`src/rtl/ladybird_mem_arbiter_if.sv`:
```
// Bus bundle for the ladybird memory arbiter: I and D requester ports, shared M port and status.
// The slave modport is the arbiter's view; master is the surrounding core/memory environment.
interface ladybird_mem_arbiter_if #(
   parameter int XLEN = 32
);
   logic            i_req_valid;
   logic            i_req_ready;
   logic [XLEN-1:0] i_req_addr;
   logic            i_resp_valid;
   logic [XLEN-1:0] i_resp_data;

   logic            d_req_valid;
   logic            d_req_ready;
   logic [XLEN-1:0] d_req_addr;
   logic [XLEN-1:0] d_req_data;
   logic            d_req_we;
   logic [3:0]      d_req_strb;
   logic            d_resp_valid;
   logic [XLEN-1:0] d_resp_data;

   logic            m_req_valid;
   logic            m_req_ready;
   logic [XLEN-1:0] m_req_addr;
   logic [XLEN-1:0] m_req_data;
   logic            m_req_we;
   logic [3:0]      m_req_strb;
   logic            m_resp_valid;
   logic [XLEN-1:0] m_resp_data;

   logic            busy;
   logic            resp_error;

   modport slave (
      input  i_req_valid, i_req_addr,
      input  d_req_valid, d_req_addr, d_req_data, d_req_we, d_req_strb,
      input  m_req_ready, m_resp_valid, m_resp_data,
      output i_req_ready, i_resp_valid, i_resp_data,
      output d_req_ready, d_resp_valid, d_resp_data,
      output m_req_valid, m_req_addr, m_req_data, m_req_we, m_req_strb,
      output busy, resp_error
   );

   modport master (
      output i_req_valid, i_req_addr,
      output d_req_valid, d_req_addr, d_req_data, d_req_we, d_req_strb,
      output m_req_ready, m_resp_valid, m_resp_data,
      input  i_req_ready, i_resp_valid, i_resp_data,
      input  d_req_ready, d_resp_valid, d_resp_data,
      input  m_req_valid, m_req_addr, m_req_data, m_req_we, m_req_strb,
      input  busy, resp_error
   );
endinterface

```
`src/rtl/ladybird_mem_arbiter.sv`:
```
// Round-robin arbiter merging instruction-fetch (I) and load/store (D) onto one memory port.
// An in-order tag FIFO records which port owns each outstanding request to steer responses back.
module ladybird_mem_arbiter #(
   parameter int XLEN  = 32,
   parameter int DEPTH = 4
) (
   input  logic                clk,
   input  logic                rst,
   ladybird_mem_arbiter_if.slave bus
);
   localparam int PW = (DEPTH > 1) ? $clog2(DEPTH) : 1;
   localparam int CW = PW + 1;

   localparam logic PORT_I = 1'b0;
   localparam logic PORT_D = 1'b1;

   // LAST_x: unlocked, x was granted last. LOCK_x: x presented a request that stalled.
   typedef enum logic [1:0] {
      ST_LAST_I = 2'd0,
      ST_LAST_D = 2'd1,
      ST_LOCK_I = 2'd2,
      ST_LOCK_D = 2'd3
   } arb_state_t;

   arb_state_t      state;
   arb_state_t      state_nxt;

   logic            sel;
   logic            sel_vld;
   logic            full;
   logic            push;
   logic            pop;
   logic            head_tag;

   logic            tag_mem [DEPTH];
   logic [PW-1:0]   wr_ptr;
   logic [PW-1:0]   rd_ptr;
   logic [CW-1:0]   count;
   logic            resp_error_q;

   always_ff @(posedge clk) begin
      if (rst) begin
         state <= ST_LAST_I;
      end else begin
         state <= state_nxt;
      end
   end

   always_comb begin
      state_nxt = state;
      if (push) begin
         state_nxt = (sel == PORT_D) ? ST_LAST_D : ST_LAST_I;
      end else if (bus.m_req_valid) begin
         state_nxt = (sel == PORT_D) ? ST_LOCK_D : ST_LOCK_I;
      end
   end

   always_comb begin
      sel     = PORT_I;
      sel_vld = 1'b0;
      unique case (state)
         ST_LOCK_I: begin
            sel     = PORT_I;
            sel_vld = bus.i_req_valid;
         end
         ST_LOCK_D: begin
            sel     = PORT_D;
            sel_vld = bus.d_req_valid;
         end
         default: begin
            if (bus.i_req_valid && bus.d_req_valid) begin
               sel     = (state == ST_LAST_I) ? PORT_D : PORT_I;
               sel_vld = 1'b1;
            end else if (bus.d_req_valid) begin
               sel     = PORT_D;
               sel_vld = 1'b1;
            end else if (bus.i_req_valid) begin
               sel     = PORT_I;
               sel_vld = 1'b1;
            end
         end
      endcase

      bus.m_req_valid = sel_vld & ~full;
      bus.i_req_ready = bus.m_req_valid & bus.m_req_ready & (sel == PORT_I);
      bus.d_req_ready = bus.m_req_valid & bus.m_req_ready & (sel == PORT_D);

      // Payload is forced to zero when nothing is selected so idle outputs read as 0.
      bus.m_req_addr = '0;
      bus.m_req_data = '0;
      bus.m_req_we   = 1'b0;
      bus.m_req_strb = 4'h0;
      if (sel_vld) begin
         if (sel == PORT_D) begin
            bus.m_req_addr = bus.d_req_addr;
            bus.m_req_data = bus.d_req_data;
            bus.m_req_we   = bus.d_req_we;
            bus.m_req_strb = bus.d_req_strb;
         end else begin
            bus.m_req_addr = bus.i_req_addr;
            bus.m_req_strb = 4'hF;
         end
      end
   end

   assign full     = (count == CW'(DEPTH));
   assign push     = bus.m_req_valid & bus.m_req_ready;
   assign pop      = bus.m_resp_valid & (count != '0);
   assign head_tag = tag_mem[rd_ptr];

   always_ff @(posedge clk) begin
      if (push) begin
         tag_mem[wr_ptr] <= sel;
      end
   end

   // Full is judged on the registered count, so a same-cycle pop never frees a slot early.
   always_ff @(posedge clk) begin
      if (rst) begin
         wr_ptr       <= '0;
         rd_ptr       <= '0;
         count        <= '0;
         resp_error_q <= 1'b0;
      end else begin
         if (push) begin
            wr_ptr <= wr_ptr + PW'(1);
         end
         if (pop) begin
            rd_ptr <= rd_ptr + PW'(1);
         end
         unique case ({push, pop})
            2'b10:   count <= count + CW'(1);
            2'b01:   count <= count - CW'(1);
            default: count <= count;
         endcase
         if (bus.m_resp_valid && (count == '0)) begin
            resp_error_q <= 1'b1;
         end
      end
   end

   assign bus.i_resp_valid = pop & (head_tag == PORT_I);
   assign bus.d_resp_valid = pop & (head_tag == PORT_D);
   assign bus.i_resp_data  = bus.m_resp_data;
   assign bus.d_resp_data  = bus.m_resp_data;
   assign bus.busy         = (count != '0);
   assign bus.resp_error   = resp_error_q;
endmodule

```
`src/flat_wrapper.sv`:
```
// flat-port wrapper written by rule: the top's interface ports become plain ports
module ladybird_mem_arbiter_flat 
#(
   parameter int XLEN  = 32,
   parameter int DEPTH = 4
)
  (clk, rst, bus_i_req_valid, bus_i_req_addr, bus_d_req_valid, bus_d_req_addr, bus_d_req_data, bus_d_req_we, bus_d_req_strb, bus_m_req_ready, bus_m_resp_valid, bus_m_resp_data, bus_i_req_ready, bus_i_resp_valid, bus_i_resp_data, bus_d_req_ready, bus_d_resp_valid, bus_d_resp_data, bus_m_req_valid, bus_m_req_addr, bus_m_req_data, bus_m_req_we, bus_m_req_strb, bus_busy, bus_resp_error);
  ladybird_mem_arbiter_if #(.XLEN(XLEN)) bus_i ();
  input  logic clk;
  input  logic rst;
  input wire logic [$bits(bus_i.i_req_valid)-1:0] bus_i_req_valid;
  input wire logic [$bits(bus_i.i_req_addr)-1:0] bus_i_req_addr;
  input wire logic [$bits(bus_i.d_req_valid)-1:0] bus_d_req_valid;
  input wire logic [$bits(bus_i.d_req_addr)-1:0] bus_d_req_addr;
  input wire logic [$bits(bus_i.d_req_data)-1:0] bus_d_req_data;
  input wire logic [$bits(bus_i.d_req_we)-1:0] bus_d_req_we;
  input wire logic [$bits(bus_i.d_req_strb)-1:0] bus_d_req_strb;
  input wire logic [$bits(bus_i.m_req_ready)-1:0] bus_m_req_ready;
  input wire logic [$bits(bus_i.m_resp_valid)-1:0] bus_m_resp_valid;
  input wire logic [$bits(bus_i.m_resp_data)-1:0] bus_m_resp_data;
  output wire logic [$bits(bus_i.i_req_ready)-1:0] bus_i_req_ready;
  output wire logic [$bits(bus_i.i_resp_valid)-1:0] bus_i_resp_valid;
  output wire logic [$bits(bus_i.i_resp_data)-1:0] bus_i_resp_data;
  output wire logic [$bits(bus_i.d_req_ready)-1:0] bus_d_req_ready;
  output wire logic [$bits(bus_i.d_resp_valid)-1:0] bus_d_resp_valid;
  output wire logic [$bits(bus_i.d_resp_data)-1:0] bus_d_resp_data;
  output wire logic [$bits(bus_i.m_req_valid)-1:0] bus_m_req_valid;
  output wire logic [$bits(bus_i.m_req_addr)-1:0] bus_m_req_addr;
  output wire logic [$bits(bus_i.m_req_data)-1:0] bus_m_req_data;
  output wire logic [$bits(bus_i.m_req_we)-1:0] bus_m_req_we;
  output wire logic [$bits(bus_i.m_req_strb)-1:0] bus_m_req_strb;
  output wire logic [$bits(bus_i.busy)-1:0] bus_busy;
  output wire logic [$bits(bus_i.resp_error)-1:0] bus_resp_error;
  assign bus_i.i_req_valid = bus_i_req_valid;
  assign bus_i.i_req_addr = bus_i_req_addr;
  assign bus_i.d_req_valid = bus_d_req_valid;
  assign bus_i.d_req_addr = bus_d_req_addr;
  assign bus_i.d_req_data = bus_d_req_data;
  assign bus_i.d_req_we = bus_d_req_we;
  assign bus_i.d_req_strb = bus_d_req_strb;
  assign bus_i.m_req_ready = bus_m_req_ready;
  assign bus_i.m_resp_valid = bus_m_resp_valid;
  assign bus_i.m_resp_data = bus_m_resp_data;
  assign bus_i_req_ready = bus_i.i_req_ready;
  assign bus_i_resp_valid = bus_i.i_resp_valid;
  assign bus_i_resp_data = bus_i.i_resp_data;
  assign bus_d_req_ready = bus_i.d_req_ready;
  assign bus_d_resp_valid = bus_i.d_resp_valid;
  assign bus_d_resp_data = bus_i.d_resp_data;
  assign bus_m_req_valid = bus_i.m_req_valid;
  assign bus_m_req_addr = bus_i.m_req_addr;
  assign bus_m_req_data = bus_i.m_req_data;
  assign bus_m_req_we = bus_i.m_req_we;
  assign bus_m_req_strb = bus_i.m_req_strb;
  assign bus_busy = bus_i.busy;
  assign bus_resp_error = bus_i.resp_error;
  ladybird_mem_arbiter #(.XLEN(XLEN), .DEPTH(DEPTH)) u_core (.clk(clk), .rst(rst), .bus(bus_i));
endmodule
```
`config.mk`:
```
export PLATFORM = sky130hd
export DESIGN_NAME = ladybird_mem_arbiter_flat
export DESIGN_NICKNAME = d
export VERILOG_FILES = /design/src/rtl/ladybird_mem_arbiter_if.sv /design/src/rtl/ladybird_mem_arbiter.sv /design/src/flat_wrapper.sv
export SDC_FILE = /design/constraint.sdc
export NUM_CORES = 1
export LEC_CHECK = 0
export CAP_MARGIN = 10
export CORE_AREA = 2 2 107 109
export CTS_CLUSTER_DIAMETER = 120
export CTS_CLUSTER_SIZE = 20
export DETAILED_ROUTE_END_ITERATION = 10
export DIE_AREA = 0 0 109 111
export HOLD_SLACK_MARGIN = 0.02
export PLACE_DENSITY = 0.72
export SLEW_MARGIN = 30
export SYNTH_ARGS = -nofsm -noshare
export SYNTH_HDL_FRONTEND = slang
export SYNTH_SLANG_ARGS = --single-unit
```
`constraint.sdc`:
```
create_clock -name clk -period 3.41 [get_ports clk]
set_clock_uncertainty 0.15 [all_clocks]
set_input_delay 0.8525 -clock clk [delete_from_list [all_inputs] [get_ports clk]]
set_output_delay 0.8525 -clock clk [all_outputs]
set_load 0.03 [all_outputs]
```
---- Word-level counts from Yosys, hierarchy flattened ----
Memories as Yosys holds them, arrays and structs flattened. A register that Yosys moved wholly into a read port is not among the register bits.
Cells that the tools add are included.
storage, ports and cells
  output and inout port bits .............. 140
  input port bits ......................... 139
  RAM bits ................................ 4
  register bits ........................... 10
  memories ................................ 1
memory list
  memory          words  width  read ports  clocked after memory_dff  wr ports  line                        text
  u_core.tag_mem  4      1      1           1                         1         ladybird_mem_arbiter.sv:35  logic tag_mem [DEPTH];
cells by class
  reductions and logical operators ........ 7
  eq/ne operators ......................... 5
  multiplexer cells ....................... 25
  bitwise logic cells ..................... 10
  $add $sub $neg .......................... 4
operator list
  kind                 number
  $mux 32              4
  $mux 1               12
  $mux 2               4
  $mux 4               2
  $and 1x1->1          7
  $eq 2x2->1 const B   3
  $pmux 3 s2           1
  $add 2x1->2 const B  2
  $pmux 1 s2           2
  $reduce_bool 2->1    2
  $add 3x1->3 const B  1
  $eq 3x3->1 const B   1
  $logic_not 3->1      1
  $not 1->1            3
  $reduce_bool 3->1    1
  $sub 3x1->3 const B  1
  $eq 2x1->1 const B   1
  $logic_and 1x1->1    2
  $logic_not 2->1      1

---- Depth between registers and ports, before layout ----
  word-level depth ........................ 8
  depth in mapped cells ................... 10

---- Worst setup path before layout ----
No wires, ideal clock.
  path kind ............................... input -> output
  start ................................... input port bus_d_req_valid
  end ..................................... output port bus_d_req_ready
  setup slack ............................. 0.186 ns
  cell stages on the path ................. 5
  arrival time ............................ 2.221 ns
  required time ........................... 2.408 ns
  cells stage by stage .................... mux2i_1 > a221oi_4 > and2_4 > inv_1 > nor2_1
on the way
  word-level cells in the longest chain between the ends .. 6
ends and longest elaborated chain
  item                                         line                                                    text
  start, declared                              flat_wrapper.sv:13                                      input wire logic [$bits(bus_i.d_req_valid)-1:0] bus_d_req_valid;
  $mux 1 or $logic_and 1x1->1 (tied branches)  ladybird_mem_arbiter.sv:74, ladybird_mem_arbiter.sv:71
  $mux 1                                       ladybird_mem_arbiter.sv:71                              if (bus.i_req_valid && bus.d_req_valid) begin
  $pmux 1 s2 (*)                               ladybird_mem_arbiter.sv:61                              unique case (state)
  $and 1x1->1 (*)                              ladybird_mem_arbiter.sv:84                              bus.m_req_valid = sel_vld & ~full;
  named net bus_m_req_valid                    flat_wrapper.sv:27                                      output wire logic [$bits(bus_i.m_req_valid)-1:0] bus_m_req_valid;
  $and 1x1->1 (*) (2 in a row)                 ladybird_mem_arbiter.sv:86                              bus.d_req_ready = bus.m_req_valid & bus.m_req_ready & (sel == PORT_D);
  end, declared                                flat_wrapper.sv:24                                      output wire logic [$bits(bus_i.d_req_ready)-1:0] bus_d_req_ready;
Mark *: on every way through the listed nets, which the timed path passes. The rest lies on a longest branch.

---- Worst setup path after layout ----
  start ................................... input port bus_i_req_valid
  end ..................................... output port bus_d_req_ready
on the way
  word-level cells in the longest chain between the ends .. 7
ends and longest elaborated chain
  item             line                        text
  start, declared  flat_wrapper.sv:11          input wire logic [$bits(bus_i.i_req_valid)-1:0] bus_i_req_valid;
  $mux 1           ladybird_mem_arbiter.sv:77  end else if (bus.i_req_valid) begin
  $mux 1           ladybird_mem_arbiter.sv:74  end else if (bus.d_req_valid) begin
  $mux 1           ladybird_mem_arbiter.sv:71
  $pmux 1 s2       ladybird_mem_arbiter.sv:61
  $and 1x1->1      ladybird_mem_arbiter.sv:84
  $and 1x1->1      ladybird_mem_arbiter.sv:86
  $and 1x1->1 (*)  ladybird_mem_arbiter.sv:86
Every way passes the cells marked *; elsewhere a longest branch is shown, timed or not.

==> results by group <==
Critical path
  • Critical path origin: bus_i_req_valid
  • Worst-path fanout max: 4
  • R2R depth: 11
  • CP most frequent cell: buf_4
  • WP data arrival: 2.28 ns
  • Reg2reg setup slack: 0.61 ns
  • Worst R2R End: u_core.count[2]
  • Crit. End Element: primary output
  • Bufs and invs on worst path: 5
  • Worst setup path category: in -> out
  • Startpoint Class: input pin
  • Worst EP required: 2.41 ns
  • Crit Reg-Reg Startpoint: u_core.state[0]
  • CP top delay family: buffers and inverters
  • Crit-path max cell delay: 0.29 ns
  • CP max-delay cell: dlygate4sd2_1
  • Crit-path cells: dlygate4sd2_1, mux2i_2, buf_4, a221oi_4, and2_4, inv_1, buf_4, nor2_1, buf_4

STA
  • Tmin final: between 3 and 4 ns
  • RSZ-0062 raised after global routing: no
  • Final setup fails: 0
  • Least-Margin Pin Slew: 0.449 ns
  • Fmax: 0.304 GHz
  • Count of pins over their slew limit: 0
  • Final-report hold violation count: 0
  • Setup TNS: 0 ns
  • Crit share post-route: 96.3%
  • Rel. slew slack: 70.0%

Placed design
  • Routability cong.: between 0.7 and 0.8
  • Port buffer count: 182
  • DP HPWL: 5710 um
  • Cell Area, Placed: 0.00352 sq mm

Power
  • Net switching power: 0.000786 W
  • Gate power share: 70.2%
  • Clock power share: between 10% and 20%
  • Reg power frac: between 10% and 20%
  • Max rail drop VDD: 0.203 mV
  • Pwr/cell area: 480 mW/mm^2
  • Cell-internal power: 0.000954 W
  • Sw frac: a little under half
  • Leakage Power: roughly 1.6 nW

Routing
  • Vias per cell: 4.08
  • Vias: 2301
  • DRC Markers: 0
  • Routed length per instance: 12.7 um
  • Drt pass-1 iters: 4
  • ANT nets after route: 0
  • Total Wirelength: 7170 um
  • DR iter-0 viols: 51

Synth
  • Syn Area/Cell: about 6.8 sq um
  • Number of synthesized register bits: 16
  • Gate Count Post-Synth: between 200 and 300
  • Ys Warns: 0
  • Mapped Area: 0.00200 sq mm
  • Syn Nets: 441
  • Register area share after synthesis: between 10% and 20%
  • Synth unique cells: 30

Hold path
  • Tightest Hold Check Type: reg -> reg
  • WHS Path Cells: 2
  • Hold Startpoint: u_core.bus.resp_error
  • WHS Endpoint: u_core.bus.resp_error

Layout
  • Total Nets Final: between 500 and 600
  • Post-route design area: approximately 0.0036 sq mm
  • Commonest non-fill, non-tap cell in the layout: clkdlybuf4s50_1
  • Layout cells sized above 1: a little over a quarter
  • Final Core Density: 32.7%
  • Area Overhead vs Synth: 80.9%
  • Antenna Cells: 0
  • Most frequent cells in the layout: clkdlybuf4s50_1, nand2_1, buf_4, and2_1, a21oi_1

Outcome
  • Outcome: complete, no violations

Clock tree
  • CTS tree: built
  • Clock tree buffer depth: 2
  • CTS Root Cell: clkbuf_16
  • Clk slew on worst S/H paths: about 0.050 ns
  • Clock latency on the worst-skew pair: 0.25 ns
  • H-Tree Depth: 1
  • Clock tree sinks: 16
  • Hold_buf cts: 0
  • Num CTS Buffers: 3

Die
  • Core Box Area: 0.0111 sq mm
  • I/O pin cnt: 279
  • Effective utilization at floorplan: 18.1%
  • Die footprint: about 0.012 sq mm
  • Die outline width: 109 um
  • Rows: 39
  • Die Y: between 100 and 150 um

Global routing
  • Vias in the first global route: 2302
  • Aggregate global-route resource usage: between 10 and 15%
  • Antenna violations before repair: 0
  • Grt ovf: 0
  • First-pass GRT wire length: ~11000 um
  • Largest net degree at the start of global routing: 34

Run
  • Max-Cap Viols: 0
-- power groups by stage --
stage          Sequential (W)  Clock [W]  Combinational, W
5_1_grt              0.000295   0.000247           0.00131
3_5_place_dp         0.000290          0           0.00122
3_3_place_gp         0.000288          0           0.00119
4_1_cts              0.000286   0.000238           0.00124
6_report             0.000287   0.000231           0.00122
2_1_floorplan        0.000287          0          0.000817
-- area by class of cell --
type                    count  area (sq um)
clock inverters             1          3.75
repair buffers            200          1890
clock buffers               3          75.1
flip-flops and latches     16           360
inverters                   9          33.8
well taps                 143           179
multi-input cells         192          1080
fillers                  1152          7450
-- worst max-delay path by stage --
stage                          to  cells after the start
6_report          bus_d_req_ready                      9
5_1_grt           bus_d_req_ready                      9
4_1_cts         bus_m_req_addr[3]                      9
3_5_place_dp   bus_m_req_addr[15]                      7
3_3_place_gp   bus_m_req_addr[12]                      7
2_1_floorplan     bus_d_req_ready                      5
-- what timing repair did --
item                       4_1_cts  5_1_grt
setup endpoints to repair       34       24
pin swaps                        0        0
gates cloned                     2        0
buffers inserted                 2        0
resized for setup              130        7
-- tightest hold or removal path: stages, from the launching register on --
cell	delay (ns)
dfxtp_1	0.32
a21oi_1	0.04
nor2_1	0.07
-- layer usage --
| layer | vias up | wire (um) | global-route usage [%] |
|---|---|---|---|
| li1 | 1119 | - | - |
| met1 | 1010 | 2880 | 13.0 |
| met2 | 152 | 3380 | 19.2 |
| met3 | 20 | 746 | 3.41 |
| met4 | 0 | 153 | 3.93 |
| met5 | - | 0 | 0 |
-- cell usage after synthesis --
master,n,share of area [%]
buf_4,67,25
nand2_1,66,12
a21oi_1,35,8.7
and2_1,34,11
nor2_1,23,4.3
dfxtp_1,12,12
inv_1,8,1.5
clkbuf_1,7,1.3
buf_2,5,1.2
ha_1,5,3.1
and3_2,4,1.5
edfxtp_1,4,6.0
mux2i_1,3,1.5
xor2_1,3,1.3
nand2b_1,2,0.62
nor2b_1,2,0.62
nor3_1,2,0.50
o21ai_0,2,0.50
a21o_2,1,0.44
a221oi_4,1,1.3
a22oi_1,1,0.37
a31oi_1,1,0.31
and2_4,1,0.44
fa_1,1,1.0
inv_2,1,0.19
mux2_4,1,0.75
mux4_2,1,1.1
o31a_1,1,0.44
or3_1,1,0.31
xnor2_1,1,0.44
-- per-stage QoR --
step / hold WS [ns] / worst slack (ns) / std cells / total power [W]
final: 0.322 / 0.126 / 564 / 0.00174
after CTS: 0.326 / 0.0287 / 564 / 0.00176
after floorplan: 0.331 / 0.186 / 296 / 0.00110
after global routing: 0.356 / 0.0348 / 564 / 0.00185
after global placement: 0.308 / -0.465 / 556 / 0.00148
after detailed placement: 0.311 / -0.538 / 556 / 0.00151
-- cells by family after synthesis --
family,Yosys count,synth area share [%]
DFF,16,18.0
xor gates and xnor gates,4,1.75
buffers and inverters,88,29.4
adders and majority gates,6,4.12
AOI/OAI and AO/OA,42,12.1
muxes,5,3.37
and+or+nand+nor,135,31.3
No activity file was read; power rests on OpenSTA's default activity.
